[src/rtl/serial_adder_sub_if.sv]
// Handshake and operand/result bundle for the bit-serial add/subtract unit.
// The requester drives start and the operands; the unit returns status and result.
interface serial_adder_sub_if #(
    parameter int WIDTH = 8
);
    logic             start;
    logic [WIDTH-1:0] a;
    logic [WIDTH-1:0] b;
    logic             cin;
    logic             sub;
    logic             busy;
    logic             done;
    logic [WIDTH-1:0] sum;
    logic             carry;
    logic             overflow;

    modport master (
        output start, a, b, cin, sub,
        input  busy, done, sum, carry, overflow
    );

    modport slave (
        input  start, a, b, cin, sub,
        output busy, done, sum, carry, overflow
    );
endinterface

[src/rtl/serial_adder_sub.sv]
// Bit-serial add/subtract unit: one full-adder slice plus a carry flop walks a
// WIDTH-bit operand pair LSB-first. A result appears WIDTH cycles after start
// is accepted. Subtraction is A + ~B + ~cin, so carry=1 means "no borrow".
module serial_adder_sub #(
    parameter int WIDTH = 8
) (
    input  logic               clk,
    input  logic               rst_n,
    serial_adder_sub_if.slave  bus
);
    localparam int CW = (WIDTH > 2) ? $clog2(WIDTH) : 1;
    localparam logic [CW-1:0] LAST_CNT = CW'(WIDTH - 1);

    typedef enum logic [1:0] {
        ST_IDLE = 2'b00,
        ST_RUN  = 2'b01,
        ST_DONE = 2'b10
    } state_t;

    state_t           state_r;
    state_t           state_nxt_s;
    logic             accept_s;
    logic             last_s;
    logic             bit_s;
    logic             cout_s;

    logic [WIDTH-1:0] sa_r;
    logic [WIDTH-1:0] sb_r;
    logic [WIDTH-1:0] sr_r;
    logic             c_r;
    logic [CW-1:0]    cnt_r;

    logic             busy_r;
    logic             done_r;
    logic [WIDTH-1:0] sum_r;
    logic             carry_r;
    logic             overflow_r;

    // Carry out of a full-adder slice.
    function automatic logic maj3(input logic x, input logic y, input logic z);
        return (x & y) | (x & z) | (y & z);
    endfunction

    assign bit_s  = sa_r[0] ^ sb_r[0] ^ c_r;
    assign cout_s = maj3(sa_r[0], sb_r[0], c_r);
    assign last_s = (cnt_r == LAST_CNT);

    // Next-state decode; start is only honoured in IDLE or DONE.
    always_comb begin
        state_nxt_s = state_r;
        accept_s    = 1'b0;
        case (state_r)
            ST_IDLE: begin
                if (bus.start) begin
                    state_nxt_s = ST_RUN;
                    accept_s    = 1'b1;
                end else begin
                    state_nxt_s = ST_IDLE;
                end
            end
            ST_RUN: begin
                if (last_s) begin
                    state_nxt_s = ST_DONE;
                end else begin
                    state_nxt_s = ST_RUN;
                end
            end
            ST_DONE: begin
                if (bus.start) begin
                    state_nxt_s = ST_RUN;
                    accept_s    = 1'b1;
                end else begin
                    state_nxt_s = ST_IDLE;
                end
            end
            default: begin
                state_nxt_s = ST_IDLE;
                accept_s    = 1'b0;
            end
        endcase
    end

    // State register.
    always_ff @(posedge clk) begin
        if (!rst_n) begin
            state_r <= ST_IDLE;
        end else begin
            state_r <= state_nxt_s;
        end
    end

    // Operand capture, serial datapath and registered result/status outputs.
    always_ff @(posedge clk) begin
        if (!rst_n) begin
            sa_r       <= '0;
            sb_r       <= '0;
            sr_r       <= '0;
            c_r        <= 1'b0;
            cnt_r      <= '0;
            busy_r     <= 1'b0;
            done_r     <= 1'b0;
            sum_r      <= '0;
            carry_r    <= 1'b0;
            overflow_r <= 1'b0;
        end else begin
            busy_r <= (state_nxt_s == ST_RUN);
            done_r <= (state_nxt_s == ST_DONE);
            if (accept_s) begin
                sa_r  <= bus.a;
                sb_r  <= bus.b ^ {WIDTH{bus.sub}};
                c_r   <= bus.cin ^ bus.sub;
                cnt_r <= '0;
            end else if (state_r == ST_RUN) begin
                sa_r  <= {1'b0, sa_r[WIDTH-1:1]};
                sb_r  <= {1'b0, sb_r[WIDTH-1:1]};
                sr_r  <= {bit_s, sr_r[WIDTH-1:1]};
                c_r   <= cout_s;
                cnt_r <= cnt_r + CW'(1);
                // c_r here is the carry into the MSB; compare it with the carry out.
                if (last_s) begin
                    sum_r      <= {bit_s, sr_r[WIDTH-1:1]};
                    carry_r    <= cout_s;
                    overflow_r <= c_r ^ cout_s;
                end else begin
                    sum_r      <= sum_r;
                    carry_r    <= carry_r;
                    overflow_r <= overflow_r;
                end
            end else begin
                sa_r  <= sa_r;
                sb_r  <= sb_r;
                c_r   <= c_r;
                cnt_r <= cnt_r;
            end
        end
    end

    assign bus.busy     = busy_r;
    assign bus.done     = done_r;
    assign bus.sum      = sum_r;
    assign bus.carry    = carry_r;
    assign bus.overflow = overflow_r;
endmodule

[src/flat_wrapper.sv]
// flat-port wrapper written by rule: the top's interface ports become plain ports
module serial_adder_sub_flat 
#(
    parameter int WIDTH = 8
)
  (clk, rst_n, bus_start, bus_a, bus_b, bus_cin, bus_sub, bus_busy, bus_done, bus_sum, bus_carry, bus_overflow);
  serial_adder_sub_if #(.WIDTH(WIDTH)) bus_i ();
  input  logic clk;
  input  logic rst_n;
  input wire logic [$bits(bus_i.start)-1:0] bus_start;
  input wire logic [$bits(bus_i.a)-1:0] bus_a;
  input wire logic [$bits(bus_i.b)-1:0] bus_b;
  input wire logic [$bits(bus_i.cin)-1:0] bus_cin;
  input wire logic [$bits(bus_i.sub)-1:0] bus_sub;
  output wire logic [$bits(bus_i.busy)-1:0] bus_busy;
  output wire logic [$bits(bus_i.done)-1:0] bus_done;
  output wire logic [$bits(bus_i.sum)-1:0] bus_sum;
  output wire logic [$bits(bus_i.carry)-1:0] bus_carry;
  output wire logic [$bits(bus_i.overflow)-1:0] bus_overflow;
  assign bus_i.start = bus_start;
  assign bus_i.a = bus_a;
  assign bus_i.b = bus_b;
  assign bus_i.cin = bus_cin;
  assign bus_i.sub = bus_sub;
  assign bus_busy = bus_i.busy;
  assign bus_done = bus_i.done;
  assign bus_sum = bus_i.sum;
  assign bus_carry = bus_i.carry;
  assign bus_overflow = bus_i.overflow;
  serial_adder_sub #(.WIDTH(WIDTH)) u_core (.clk(clk), .rst_n(rst_n), .bus(bus_i));
endmodule
[config.mk]
export PLATFORM = sky130hd
export DESIGN_NAME = serial_adder_sub_flat
export DESIGN_NICKNAME = d
export VERILOG_FILES = /design/src/rtl/serial_adder_sub_if.sv /design/src/rtl/serial_adder_sub.sv /design/src/flat_wrapper.sv
export SDC_FILE = /design/constraint.sdc
export NUM_CORES = 1
export LEC_CHECK = 0
export CAP_MARGIN = 15
export CORE_UTILIZATION = 29
export DETAILED_ROUTE_END_ITERATION = 8
export GPL_TIMING_DRIVEN = 0
export PLACE_DENSITY = 0.56
export SKIP_LAST_GASP = 1
export SYNTH_ARGS = -nofsm -noshare
export SYNTH_HDL_FRONTEND = slang
export SYNTH_SLANG_ARGS = --single-unit
[constraint.sdc]
create_clock -name clk -period 4.2 [get_ports clk]
set_input_delay 0.42 -clock clk [delete_from_list [all_inputs] [get_ports clk]]
set_output_delay 0.42 -clock clk [all_outputs]
set_load 0.03 [all_outputs]
* Yosys cells after proc, flatten, opt, wreduce, memory -nomap -nowiden
Index checks and enable logic that the tools add are counted.
** Storage, ports and cells
- Bits in writable memories :: 0
- Register bits after elaboration :: 42
- Logic and storage cells :: 46
- Input bits :: 21
- Memories kept :: 0
- Memory bits (read-only) :: 0
- Latch bits :: 0
** Operators by class
- Add/sub/neg operators :: 1
- Shift operators :: 0
- $lt $le $gt $ge :: 0
- Eq/ne operators :: 5
- Bitwise gates (word level) :: 12
- $mul :: 0
- Multiplexer cells :: 11
- Reduce and logical (&&, ||, !) cells :: 6
- Divide/modulo/power cells :: 0
** Operators with widths (count)
- $mux W8 :: 4
- $xor A8 B8 Y8 :: 1
- $mux W1 :: 5
- $eq A2 B1 Y1 const B :: 2
- $eq A2 B2 Y1 const B :: 2
- $pmux W2 S2 :: 1
- $reduce_or A2 Y1 :: 2
- $xor A1 B1 Y1 :: 4
- $add A3 B1 Y3 const B :: 1
- $and A1 B1 Y1 :: 3
- $eq A3 B3 Y1 const B :: 1
- $reduce_and A3 Y1 :: 1
- $logic_not A2 Y1 :: 1
- $mux W2 :: 1
- $not A1 Y1 :: 2
- $or A1 B1 Y1 :: 2
- $reduce_and A2 Y1 :: 1
- $reduce_bool A2 Y1 :: 1

* Logic depth before layout (Yosys ltp)
Gate-level depths: netlist of the first run.
- Depth in word-level cells :: 5
- Mapped depth :: 6
- Depth with buffers taken out :: 5

* Worst setup path before layout of the first run
No wires, ideal clock.
- Kind :: register to register
- Start :: register u_core.cnt_r[0]
- End :: register u_core.overflow_r, in the netlist u_core.bus.overflow
- Arrival :: 1233 ps
- Setup slack :: 2851 ps
- Stages on the path, launching flop included :: 6
- Data required time :: 4084 ps
- Path buffers :: 1
- Path through :: dfxtp_1 -> ha_1 -> ha_1 -> and3b_1 -> buf_2 -> o211a_1
** On the way
- Word-level cells in the longest chain between the ends :: 2
** Ends and longest elaborated chain
- start: declaration :: line serial_adder_sub.sv:31 : logic [CW-1:0] cnt_r;
- start signal: assignment :: line serial_adder_sub.sv:118 : cnt_r <= cnt_r + CW'(1);
- start signal: assignment :: line serial_adder_sub.sv:133 : cnt_r <= cnt_r;
- $eq A3 B3 Y1 :: line serial_adder_sub.sv:46 : assign last_s = (cnt_r == LAST_CNT);
- $reduce_and A3 Y1 (no line)
- end signal: assignment :: line serial_adder_sub.sv:123 : overflow_r <= c_r ^ cout_s;
- end signal: assignment :: line serial_adder_sub.sv:127 : overflow_r <= overflow_r;
- end: declaration :: line serial_adder_sub.sv:37 : logic overflow_r;
Every way passes these cells.
A chain may end at the register's enable or synchronous reset.

* Worst setup path in the final report of the first run
- Start :: register u_core.overflow_r, in the netlist u_core.bus.overflow
- End :: output bus_overflow
** RTL lines
- end: declaration :: line flat_wrapper.sv:19 : output wire logic [$bits(bus_i.overflow)-1:0] bus_overflow;
No word-level cell between the ends.

==> flow_metrics.env, run 1 <==
export IMPL_critPathLaunch="u_core.bus.overflow$_SDFFE_PN0P_"
export IMPL_hold_violations=0
export IMPL_cts_resized=0
export IMPL_die_area_um2=6250
export IMPL_final_period_utilization_pct=41.0
export IMPL_reg2regPathDepth=6
export IMPL_fin_nets=256
export IMPL_reg2reg_from="u_core.cnt_r[0]$_SDFFE_PP0P_"
export IMPL_crit_path_end_kind="primary output"
export IMPL_path_depth=1
export IMPL_grt_setup_unrepaired="false"
export IMPL_final_fill_count=609
export IMPL_gr_total_overflow=0
export IMPL_tightest_slew_ns=0.432
export IMPL_path_cells="clkdlybuf4s50_1"
export IMPL_gp_congestion=0.728
export IMPL_p_per_area_nw_per_um2=364
export IMPL_floorplan_initialDensity_pct=30.7
export IMPL_cp_top_family="buffers and inverters"
export IMPL_status="finished, final reports clean"
export IMPL_setup_tns_ns=0
export IMPL_area_growth_pct=28.6
export IMPL_final_area_um2=2210
export IMPL_min_path_type="flip-flop to flip-flop"
export IMPL_endpoint="bus_overflow"
export IMPL_ys_flop_type="dfxtp_1"
export IMPL_final_cell_mix="nand2_1, dfxtp_1, clkdlybuf4s50_1, a21boi_1"
export IMPL_drt_pre_antenna_iters=5
export IMPL_maxSlewHeadroom_pct=71.2
export IMPL_slew_violations=0
export IMPL_synthArstFlopShare_pct=0
export IMPL_crit_reg2reg_capture="u_core.bus.overflow$_SDFFE_PN0P_"
export IMPL_final_antenna_net_count=0
export IMPL_start_kind="flip-flop"
export IMPL_cts_sinks=41
export IMPL_viasPerCell=4.67
export IMPL_clockPowerShare_pct=35.1
export IMPL_port_buffer_count=30
export IMPL_syn_area_um2=1720
export IMPL_ys_ff_latch=41
export IMPL_cts_max_path_buffers=2
export IMPL_power_frac_seq_pct=51.8
export IMPL_rows=27
export IMPL_die_w_um=79.1
export IMPL_grt_max_degree=13
export IMPL_p_comb_share_pct=13.1
export IMPL_setup_viol=0
export IMPL_syn_inst=195
export IMPL_numCtsBuffers=5
export IMPL_critPathMaxFanout=2
export IMPL_grt_usage_pct=13.0
export IMPL_wirelength_mm=3.75
export IMPL_synth_edf_count=0
export IMPL_path_class="flip-flop to primary output"
export IMPL_ir_worst_vdd_v=0.000149
export IMPL_n_antenna_cell=0
export IMPL_cts_setup_buffers=0
export IMPL_power_internal_uw=606
export IMPL_drc_errors=0
export IMPL_insertion_delay_ns=0.29
export IMPL_antenna_found_initial=0
export IMPL_synth_cell_types=27
export IMPL_vias=1423
export IMPL_ys_warnings_count=0
export IMPL_r2r_slack_ns=2.71
export IMPL_skew_ns=0.00473
export IMPL_power_net_switching_uw=200
export IMPL_avgSynthCellArea_um2=8.83
export IMPL_grt_pass1_vias=1341
export IMPL_cts_tree="yes"
export IMPL_syn_nets=219
export IMPL_switching_share_pct=24.8
export IMPL_clock_tree_root_cell="clkbuf_8"
export IMPL_worstPathRequired_ns=3.78
export IMPL_dpl_cell_area_um2=2110
export IMPL_critical_path_buf_inv_count=1
export IMPL_period_minus_slack_ns=1.72
export IMPL_cap_violations=0
export IMPL_p_leak_nw=0.817
export IMPL_dr_first_iter_drc_count=66
export IMPL_fmaxAchievable_ghz=0.581
export IMPL_cts_clk_slew_worst_paths_ns=0.08
export IMPL_yosysSeqAreaShare_pct=47.7
export IMPL_layout_drive_gt1_share_pct=8.58
export IMPL_die_y_um=79.1
export IMPL_io_pins=33
export IMPL_dp_hpwl_mm=2.68
export IMPL_cpPeakStageDelay_ns=0.67
export IMPL_wl_per_cell_um=12.3
export IMPL_postCtsHoldBufs=0
export IMPL_arrival_ns=1.30
export IMPL_core_area_um2=5610
export IMPL_htreeDepth=2
export IMPL_grt_pass1_wl_mm=6.22
export IMPL_final_common_cell="nand2_1"
export IMPL_cp_slowest_cell="clkdlybuf4s50_1"
==> final cells by class <==
cell class	instances	area, um^2	area share, %
buffer	15	82.6	3.73
tap	72	90.1	4.07
sequential	41	821	37.1
multi-input combinational	139	818	37.0
timing repair buffer	30	300	13.6
clock inverter	1	5.00	0.226
clock buffer	7	96.3	4.35
==> synth_stat cells, types with 2 or more instances <==
cell / count / area (um^2)
nand2_1: 50 / 188
dfxtp_1: 41 / 821
a21boi_1: 21 / 158
buf_2: 9 / 45.0
xor2_1: 9 / 78.8
nand3_1: 8 / 40.0
a22oi_1: 7 / 52.6
nor2_1: 5 / 18.8
o21ai_0: 5 / 25.0
a31oi_1: 4 / 25.0
and2_1: 4 / 25.0
nor3_1: 4 / 20.0
o221ai_1: 4 / 35.0
a21boi_0: 3 / 22.5
a21oi_1: 3 / 15.0
clkbuf_1: 3 / 11.3
buf_4: 2 / 15.0
ha_1: 2 / 25.0
nand2b_1: 2 / 12.5
xnor2_1: 2 / 17.5
==> registers in the layout, indices dropped and copies added, names as in the netlist, 2 cells and up <==
signal / count
u_core.sb_r: 8
u_core.bus.sum: 8
u_core.cnt_r: 3
u_core.state_r: 2
u_core.sa_r: 8
u_core.sr_r: 7
==> cells by family after synthesis <==
| kind of cell | after synthesis | share of synthesized area, % |
|---|---|---|
| adder cells (fa/ha/maj) | 3 | 2.62 |
| XOR/XNOR | 11 | 5.60 |
| buffers and inverters | 15 | 4.80 |
| flip-flops | 41 | 47.7 |
| AND/OR/NAND/NOR | 77 | 19.4 |
| AO/OA/AOI/OAI | 48 | 19.9 |
==> power by group through the flow <==
stage / registers (mW) / logic [mW] / clock network, mW
floorplan: 0.426 / 0.0661 / 0
global placement: 0.426 / 0.106 / 0
detailed placement: 0.426 / 0.106 / 0
CTS: 0.417 / 0.106 / 0.290
global route: 0.420 / 0.117 / 0.301
finish: 0.417 / 0.105 / 0.283
==> metrics by stage <==
stage / std cells / total power, mW / setup slack, ns / hold slack (ns) / util [%]
6_report: 305 / 0.806 / 2.48 / 0.453 / 39.5
5_1_grt: 305 / 0.837 / 2.43 / 0.468 / 39.5
4_1_cts: 305 / 0.814 / 2.46 / 0.456 / 39.5
3_5_place_dp: 297 / 0.532 / 2.37 / 0.444 / 37.7
3_3_place_gp: 297 / 0.532 / 2.38 / 0.443 / 37.7
2_1_floorplan: 195 / 0.492 / 2.85 / 0.431 / -
==> worst min path at each step <==
stage	start	to	slack, ns	cells past startpoint
5_1_grt	u_core.bus.sum[0]$_SDFFE_PN0P_	u_core.bus.sum[0]$_SDFFE_PN0P_	0.47	2
3_5_place_dp	u_core.sa_r[7]$_SDFFE_PN0P_	u_core.sa_r[7]$_SDFFE_PN0P_	0.44	2
6_report	u_core.bus.sum[7]$_SDFFE_PN0P_	u_core.bus.sum[7]$_SDFFE_PN0P_	0.45	2
4_1_cts	u_core.sa_r[7]$_SDFFE_PN0P_	u_core.sa_r[7]$_SDFFE_PN0P_	0.46	2
3_3_place_gp	u_core.bus.carry$_SDFFE_PN0P_	u_core.bus.carry$_SDFFE_PN0P_	0.44	2
2_1_floorplan	u_core.sr_r[1]$_SDFFE_PN0N_	u_core.bus.sum[0]$_SDFFE_PN0P_	0.43	2
==> layer usage <==
metal / wire length (um) / GRT usage, % / up-vias
met5: 0 / 0 / -
met4: 43 / 4.36 / 0
met3: 151 / 3.56 / 5
met2: 1680 / 20.7 / 38
met1: 1870 / 16.7 / 652
li1: - / - / 728
Note: power is estimated with default switching activity, not from simulation.
==> run 2, diff against run 1 <==
==> constraint.sdc (replaced) <==
create_clock -name clk -period 1.6 [get_ports clk]
set_input_delay 0.16 -clock clk [delete_from_list [all_inputs] [get_ports clk]]
set_output_delay 0.16 -clock clk [all_outputs]
set_load 0.03 [all_outputs]
==> run 2 against run 1 <==
  * Clock-buffer cell count unchanged
  * Cell area rose by 0.17%
  * Via count rose by 0.49%
  * First-iteration DRC count is 11% higher
  * Final cell count did not move
==> flow_metrics.env, run 2 (synthesis gave the netlist of run 1 again) <==
export IMPL_gr_total_overflow=0
export IMPL_setup_viol=0
export IMPL_vias=1430
export IMPL_cap_violations=0
export IMPL_critPathMostFrequentCell="ha_1"
export IMPL_cts_clk_slew_worst_paths_ns=0.08
export IMPL_regArea_um2=821
export IMPL_critPathMaxFanout=10
export IMPL_grt_setup_unrepaired="false"
export IMPL_floorplan_initialDensity_pct=30.7
export IMPL_setup_ws_ns=0.0964
export IMPL_final_cell_mix="nand2_1, dfxtp_1, clkdlybuf4s50_1, a21boi_1, xor2_1"
export IMPL_multi_input_area_um2=820
export IMPL_p_leak_nw=0.815
export IMPL_hold_violations=0
export IMPL_drt_pre_antenna_iters=4
export IMPL_htreeDepth=2
export IMPL_fmaxAchievable_ghz=0.665
export IMPL_fin_nets=256
export IMPL_cts_sinks=41
export IMPL_antenna_found_initial=0
export IMPL_critPathLaunch="u_core.cnt_r[0]$_SDFFE_PP0P_"
export IMPL_core_area_um2=5610
export IMPL_die_w_um=79.1
export IMPL_port_buffer_count=30
export IMPL_period_minus_slack_ns=1.50
export IMPL_fin_util_pct=39.5
export IMPL_fin_cells=305
export IMPL_clock_tree_root_cell="clkbuf_8"
export IMPL_dpl_cell_area_um2=2110
export IMPL_start_kind="flip-flop"
export IMPL_finalPower_mw=2.11
export IMPL_drc_errors=0
export IMPL_min_path_type="input pin to flip-flop"
export IMPL_final_area_um2=2220
export IMPL_viasPerCell=4.69
export IMPL_die_y_um=79.1
export IMPL_cpPeakStageDelay_ns=0.33
export IMPL_wl_per_cell_um=12.3
export IMPL_final_period_utilization_pct=94.0
export IMPL_reg2reg_from="u_core.cnt_r[0]$_SDFFE_PP0P_"
export IMPL_status="finished, final reports clean"
export IMPL_dp_hpwl_mm=2.68
export IMPL_pre_cts_ws_ns=0.0257
export IMPL_slew_violations=0
export IMPL_cts_setup_buffers=0
export IMPL_arrival_ns=1.69
export IMPL_cts_resized=0
export IMPL_cts_tree="yes"
export IMPL_cp_slowest_cell="dfxtp_1"
export IMPL_grt_pass1_wl_mm=6.22
export IMPL_insertion_delay_ns=0.29
export IMPL_dr_first_iter_drc_count=73
export IMPL_setup_tns_ns=0
export IMPL_die_area_um2=6250
export IMPL_worstPathRequired_ns=1.79
export IMPL_n_antenna_cell=0
export IMPL_path_class="flip-flop to flip-flop"
export IMPL_cp_top_family="adder cells"
export IMPL_maxSlewHeadroom_pct=71.7
export IMPL_grt_usage_pct=13.0
export IMPL_io_pins=33
export IMPL_grt_pass1_vias=1341
export IMPL_hp_start="rst_n"
export IMPL_final_common_cell="nand2_1"
export IMPL_tightest_slew_ns=0.424
export IMPL_layout_drive_gt1_share_pct=9.01
export IMPL_postCtsHoldBufs=0
export IMPL_ir_worst_vdd_v=0.000390
export IMPL_final_fill_count=607
export IMPL_cts_max_path_buffers=2
export IMPL_hold_ws_ns=0.290
export IMPL_crit_path_end_kind="flip-flop"
export IMPL_path_cells="ha_1 -> ha_1 -> and3b_2 -> clkbuf_4 -> o211a_1"
export IMPL_critical_path_buf_inv_count=1
export IMPL_grt_max_degree=13
export IMPL_area_growth_pct=28.8
export IMPL_final_antenna_net_count=0
export IMPL_dp_cells=297
export IMPL_skew_ns=0.00381
export IMPL_p_per_area_nw_per_um2=954
export IMPL_rows=27
export IMPL_gp_congestion=0.728
export IMPL_numCtsBuffers=5
export IMPL_wirelength_mm=3.75
run 2: cell count changes in the layout (fill, tap and decap cells not counted), sizes merged:
cell	change
buf	-1
clkbuf	+1
run 2: area by class of cell:
type	instances	share of cell area (%)
flip-flops and latches	41	37.0
multi-input cells	139	37.0
repair buffers	30	13.5
clock buffers	7	4.35
well taps	72	4.06
plain buffers	15	3.84
clock inverters	1	0.226
run 2: path summary, 6_finish.rpt:
kind,slack [ns],endpoint,cells after the start
setup / recovery,0.1,u_core.bus.overflow$_SDFFE_PN0P_,5
hold / removal,0.29,u_core.sr_r[5]$_SDFFE_PN0N_,2
setup reg to reg,0.1,u_core.bus.overflow$_SDFFE_PN0P_,5
hold reg to reg,0.45,u_core.bus.sum[7]$_SDFFE_PN0P_,2
run 2: metal layers:
metal,track usage (%),wire (um)
met2,20.7,1670
met3,3.56,165
met1,16.7,1870
met5,0,0
met4,4.36,43
run 2: power by group:
group	total (mW)	switching [mW]	internal, mW	leakage [nW]
combinational	0.276	0.142	0.134	0.427
sequential	1.10	0.0281	1.07	0.334
clock	0.743	0.353	0.390	0.0542
total	2.11	0.523	1.59	0.815
run 2: worst reg2reg max path, stage by stage (launching register included):
cell      delay, ns
dfxtp_1        0.33
ha_1           0.20
ha_1           0.21
and3b_2        0.25
clkbuf_4       0.19
o211a_1        0.22
